--- src/rtl/reg_file_op_engine.sv ---
// Register file with a built-in operation engine.
// The engine runs SWAP, COPY or CLEAR between two captured addresses and
// reports progress through a start/busy/done/err handshake. User writes are
// dropped while the engine runs, and wr_blocked flags each dropped write.
// The read port is combinational and valid in every state.
module reg_file_op_engine #(
    parameter int ADDR_WIDTH = 7,
    parameter int DATA_WIDTH = 8
) (
    input  logic                  clk,
    input  logic                  reset,
    input  logic                  we,
    input  logic [ADDR_WIDTH-1:0] address_w,
    input  logic [DATA_WIDTH-1:0] data_w,
    input  logic [ADDR_WIDTH-1:0] address_r,
    output logic [DATA_WIDTH-1:0] data_r,
    input  logic                  start,
    input  logic [1:0]            op,
    input  logic [ADDR_WIDTH-1:0] address_A,
    input  logic [ADDR_WIDTH-1:0] address_B,
    output logic                  busy,
    output logic                  done,
    output logic                  err,
    output logic                  wr_blocked
);

    localparam int DEPTH = 2 ** ADDR_WIDTH;

    typedef enum logic [1:0] {
        OP_SWAP  = 2'b00,
        OP_COPY  = 2'b01,
        OP_CLEAR = 2'b10,
        OP_RSVD  = 2'b11
    } op_e;

    typedef enum logic [2:0] {
        IDLE,
        LOAD,
        WR_A,
        WR_B,
        DONE
    } state_e;

    // Storage and engine state
    logic [DATA_WIDTH-1:0] mem_q [DEPTH];
    state_e                state_q, state_d;

    // Operation parameters frozen at the accepting edge, so later changes on
    // op/address_A/address_B cannot disturb a running operation.
    op_e                   op_q;
    logic [ADDR_WIDTH-1:0] addr_a_q;
    logic [ADDR_WIDTH-1:0] addr_b_q;

    // Operand snapshots taken in LOAD; SWAP needs both before either is
    // overwritten.
    logic [DATA_WIDTH-1:0] tmp_a_q;
    logic [DATA_WIDTH-1:0] tmp_b_q;

    logic                  wr_blocked_q;

    // Engine write request, decoded from the current state
    logic                  eng_we;
    logic [ADDR_WIDTH-1:0] eng_addr;
    logic [DATA_WIDTH-1:0] eng_data;

    logic                  idle;
    logic                  accept_start;

    assign idle         = (state_q == IDLE);
    assign accept_start = idle && start;

    // State register; reset aborts any operation in flight.
    always_ff @(posedge clk) begin
        if (!reset) begin
            state_q <= IDLE;
        end else begin
            state_q <= state_d;
        end
    end

    // Next-state and engine write decode.
    // NOTE: every signal gets a default first so no path leaves it unassigned,
    // which would infer a latch.
    always_comb begin
        state_d  = state_q;
        eng_we   = 1'b0;
        eng_addr = addr_a_q;
        eng_data = '0;
        unique case (state_q)
            IDLE: begin
                if (start) begin
                    unique case (op_e'(op))
                        OP_SWAP,
                        OP_COPY:  state_d = LOAD;
                        OP_CLEAR: state_d = WR_A;
                        default:  state_d = DONE;
                    endcase
                end
            end
            LOAD: begin
                state_d = (op_q == OP_SWAP) ? WR_A : WR_B;
            end
            WR_A: begin
                eng_we   = 1'b1;
                eng_addr = addr_a_q;
                if (op_q == OP_SWAP) begin
                    eng_data = tmp_b_q;
                    state_d  = WR_B;
                end else begin
                    eng_data = '0;
                    state_d  = DONE;
                end
            end
            WR_B: begin
                eng_we   = 1'b1;
                eng_addr = addr_b_q;
                eng_data = tmp_a_q;
                state_d  = DONE;
            end
            DONE: begin
                state_d = IDLE;
            end
            default: begin
                state_d = IDLE;
            end
        endcase
    end

    // Capture the requested operation when a start is accepted in IDLE.
    // NOTE: sequential state uses non-blocking assignments so every register
    // samples pre-edge values regardless of statement order.
    always_ff @(posedge clk) begin
        if (!reset) begin
            op_q     <= OP_SWAP;
            addr_a_q <= '0;
            addr_b_q <= '0;
        end else if (accept_start) begin
            op_q     <= op_e'(op);
            addr_a_q <= address_A;
            addr_b_q <= address_B;
        end
    end

    // Snapshot both operands in LOAD; a user write committed at the start
    // edge is already in mem_q and so is seen here.
    always_ff @(posedge clk) begin
        if (!reset) begin
            tmp_a_q <= '0;
            tmp_b_q <= '0;
        end else if (state_q == LOAD) begin
            tmp_a_q <= mem_q[addr_a_q];
            tmp_b_q <= mem_q[addr_b_q];
        end
    end

    // Memory update: engine writes win; user writes only land in IDLE.
    // NOTE: the array is cleared on reset because the block guarantees
    // all-zero contents after reset; without that need, leaving storage
    // unreset would be preferred.
    always_ff @(posedge clk) begin
        if (!reset) begin
            for (int i = 0; i < DEPTH; i++) begin
                mem_q[i] <= '0;
            end
        end else if (eng_we) begin
            mem_q[eng_addr] <= eng_data;
        end else if (idle && we) begin
            mem_q[address_w] <= data_w;
        end
    end

    // Flag, for one cycle, a user write dropped because the engine was busy.
    always_ff @(posedge clk) begin
        if (!reset) begin
            wr_blocked_q <= 1'b0;
        end else begin
            wr_blocked_q <= we && !idle;
        end
    end

    // Status outputs are plain decodes of registered state.
    assign busy       = !idle;
    assign done       = (state_q == DONE);
    assign err        = (state_q == DONE) && (op_q == OP_RSVD);
    assign wr_blocked = wr_blocked_q;

    // Combinational read port.
    assign data_r = mem_q[address_r];

endmodule
--- config.mk ---
export PLATFORM = sky130hd
export DESIGN_NAME = reg_file_op_engine
export DESIGN_NICKNAME = d
export VERILOG_FILES = /design/src/rtl/reg_file_op_engine.sv
export SDC_FILE = /design/constraint.sdc
export NUM_CORES = 2
export LEC_CHECK = 0
export CAP_MARGIN = 20
export CELL_PAD_IN_SITES_DETAIL_PLACEMENT = 1
export CELL_PAD_IN_SITES_GLOBAL_PLACEMENT = 1
export CORE_MARGIN = 4
export CORE_UTILIZATION = 43
export DETAILED_ROUTE_END_ITERATION = 6
export PLACE_DENSITY = 0.69
export SLEW_MARGIN = 15
export SYNTH_ARGS = -nofsm -noshare
export SYNTH_HDL_FRONTEND = slang
export SYNTH_SLANG_ARGS = --single-unit
--- constraint.sdc ---
create_clock -name clk -period 9.1 [get_ports clk]
set_input_delay 1.82 -clock clk [delete_from_list [all_inputs] [get_ports clk]]
set_output_delay 1.82 -clock clk [all_outputs]
set_load 0.02 [all_outputs]
==> reports/metrics.yaml <==
setup_path:
  required_ps: 7280
  crit_top_cell: "mux4_2"
  cp_max_fo: 56
  endpoint_kind: "output pin"
  startpoint_type: "input pin"
  crit_path_max_incr_delay_ps: 630
  path_buf_inv: 3
  path_cells: "buf_8 > buf_4 > mux4_2 > mux4_2 > mux4_2 > mux2_2 > clkdlybuf4s50_1"
  cp_top_family: "multiplexers"
  arrival_ps: 5650
  slowest_stage: "mux4_2"
  criticalPathCategory: "in2out"
global_route:
  overflow: 0
  grt.met3_usage_pct: 11.8
  gr-usage-met2_pct: 52.4
  antenna_found_initial: 11
  grt_pass1_vias: 46500
  grt_max_degree: 119
  grt-busiest-layer: "met2"
  grt_util_met1_pct: 45.8
  grt_first_pass_wirelength_um: 373000
  grt_usage_pct: 35.1
drt:
  vias: 47200
  detail_route.vias_per_cell: 7.35
  drc: 0
  routedWlPerCell_um: 42.0
  dr.pass1.iters: 7
  postRouteAntennaNets: 0
  initialDrtViolationCount: 7882
  wl_um: 269000
sta:
  fin_skew_ps: 39.5
  fin_crit_ps: 7470
  setup_viol: 0
  hold_violations: 0
  fmax_mhz: 134
  worst_slew_pin_slew_ps: 1280
  tns_ps: 0
  drv_slew: 0
  rsz0062_at_grt: "false"
  finalCritPeriodShare_pct: 82.1
  maxSlewHeadroom_pct: 14.0
placed_design:
  gp_congestion: 1.01
  placed_cells: 6185
  dp.final_hpwl_um: 194000
  io_buffer_count: 53
logic_synthesis:
  syn_inst: 4514
  synthAdderAreaFrac_pct: 0
  synth_ff_type: "edfxtp_1"
  yosysMostFrequentCell: "nor2_1"
  syn-num-nets: 4556
  synth_top_area_share_pct: 48.9
  synth_compound_area_share_pct: 4.17
  synth-seq-cells: 1060
  ys_top_cells_by_area: "edfxtp_1 49%, mux4_2 29%, nor2_1 6.4%"
  seq_area_frac_synth_pct: 50.0
  syn_area_sq_um: 62900
  yosys_warnings: 0
  syn_avg_cell_area_sq_um: 13.9
  synthMuxAreaShare_pct: 32.3
  ys_types: 52
  synthArstFlopShare_pct: 0
  yosys.area_share.simple_pct: 10.6
  synth_edf_count: 1024
  synth_common_cells: "1,070 x nor2_1, 1,024 x edfxtp_1, 802 x mux4_2, 271 x nand2_1, 241 x clkbuf_1"
  synth_top_family_by_area: "multiplexers"
  synth_xor_area_share_pct: 0
  yosys.area.top_type: "edfxtp_1"
clocking:
  clockBufferDepth: 3
  clk_latency_ps: 780
  cts.clk_slew.worst_paths_ps: 70
  cts_resized: 0
  htree_levels: 3
  cts_hold_buf: 0
  cts_sinks: 1060
  postCtsSetupBuffers: 0
  cts_tree: "built"
  root_buffer: "clkbuf_16"
  cts_buffers: 119
power:
  p_leak_nw: 21.5
  power.density_nw_per_um2: 192
  power_frac_seq_pct: 43.5
  p_comb_share_pct: 17.9
  p_sw_share_pct: 29.4
  pwr-share-clk_pct: 38.7
  p_int_mw: 9.40
  ir_worst_vdd_mv: 0.151
  p_switching_mw: 3.91
  fin_total_pwr_mw: 13.3
floorplan:
  die_w_um: 391
  rows: 140
  placeableCoreArea_sq_um: 146000
  io-pin-count: 54
  initial_core_util_pct: 43.2
  dieHeight_um: 391
  die_area_sq_um: 153000
job:
  maxCapViolCount: 0
layout:
  nets: 4432
  fin_cells: 6415
  area_growth_pct: 10.3
  drive_gt1_share_pct: 27.6
  multi_input_comb_area_sq_um: 29700
  fillCellCount: 14200
  seq_area_sq_um: 31500
min_path:
  hold_path.class: "reg2reg"
run_status:
  status: "complete, no violations"
==> path summary, 6_finish.rpt <==
check | startpoint | end | slack (ps) | cells past startpoint
worst max-delay path | address_r[0] | data_r[0] | 1630 | 7
worst min-delay path | op_q[0]$_SDFFE_PN0P_ | op_q[0]$_SDFFE_PN0P_ | 520 | 2
worst max register to register | state_q[1]$_SDFFE_PN0P_ | mem_q[70][7]$_SDFFCE_PN0P_ | 3900 | 6
worst min register to register | op_q[0]$_SDFFE_PN0P_ | op_q[0]$_SDFFE_PN0P_ | 520 | 2
==> layout make-up <==
| cell class | count | area share, % |
|---|---|---|
| flip-flops and latches | 1060 | 45.4 |
| multi-input cells | 3019 | 42.8 |
| clock buffers | 131 | 4.39 |
| well taps | 1917 | 3.46 |
| repair buffers | 186 | 2.44 |
| clock inverters | 90 | 1.49 |
| diodes | 8 | 0.0288 |
| inverters | 4 | 0.0216 |
==> placed cells by master (no fill, tap or decap), types with 58 or more instances in the layout <==
cell / instances
mux2_2: 58
nand3_1: 86
a22oi_1: 122
clkbuf_16: 120
mux4_2: 802
nor2_1: 1064
edfxtp_1: 1024
a21oi_1: 58
mux2i_1: 160
nand2_1: 271
buf_4: 123
==> worst reg2reg max path: cells and delay by family (launching register included) <==
family           cells  cell delay, ps
AND/OR/NAND/NOR      3            2250
AO/OA/AOI/OAI        2            1270
multiplexers         1             660
flip-flops           1             650
==> registers in the layout (all words and copies together) (netlist names) <==
register    flops
mem_q        1024
tmp_a_q         8
tmp_b_q         8
addr_a_q        7
addr_b_q        7
state_q         3
op_q            2
wr_blocked      1
==> kinds of logic after synthesis <==
kind of cell	after synthesis
compound gates	381
simple gates	1618
flops	1060
mux	1020
buf+inv	435
==> power by group through the flow <==
stage | Sequential (mW) | Combinational, mW | Clock [mW]
final | 5.79 | 2.38 | 5.15
after global placement | 5.87 | 2.25 | 0
after CTS | 5.77 | 2.29 | 5.17
after floorplan | 5.70 | 1.49 | 0
after detailed placement | 5.87 | 2.28 | 0
after global routing | 5.79 | 2.41 | 5.38
==> metrics by stage <==
step / util, % / setup slack [ps] / hold slack [ps] / instance area (sq um)
floorplan: - / 3010 / 466 / 62900
global route: 47.7 / 1530 / 545 / 69400
CTS: 47.6 / 1690 / 519 / 69400
finish: 47.7 / 1630 / 518 / 69400
global placement: 44.8 / 1700 / 496 / 65300
detailed placement: 44.8 / 1690 / 500 / 65300
==> layer usage <==
metal / wire, um / share of wire (%)
met1: 94700 / 35
met4: 17600 / 6.5
met5: 27 / 0.010
met2: 120000 / 44
met3: 37300 / 14
No activity file was read; power rests on OpenSTA's default activity.
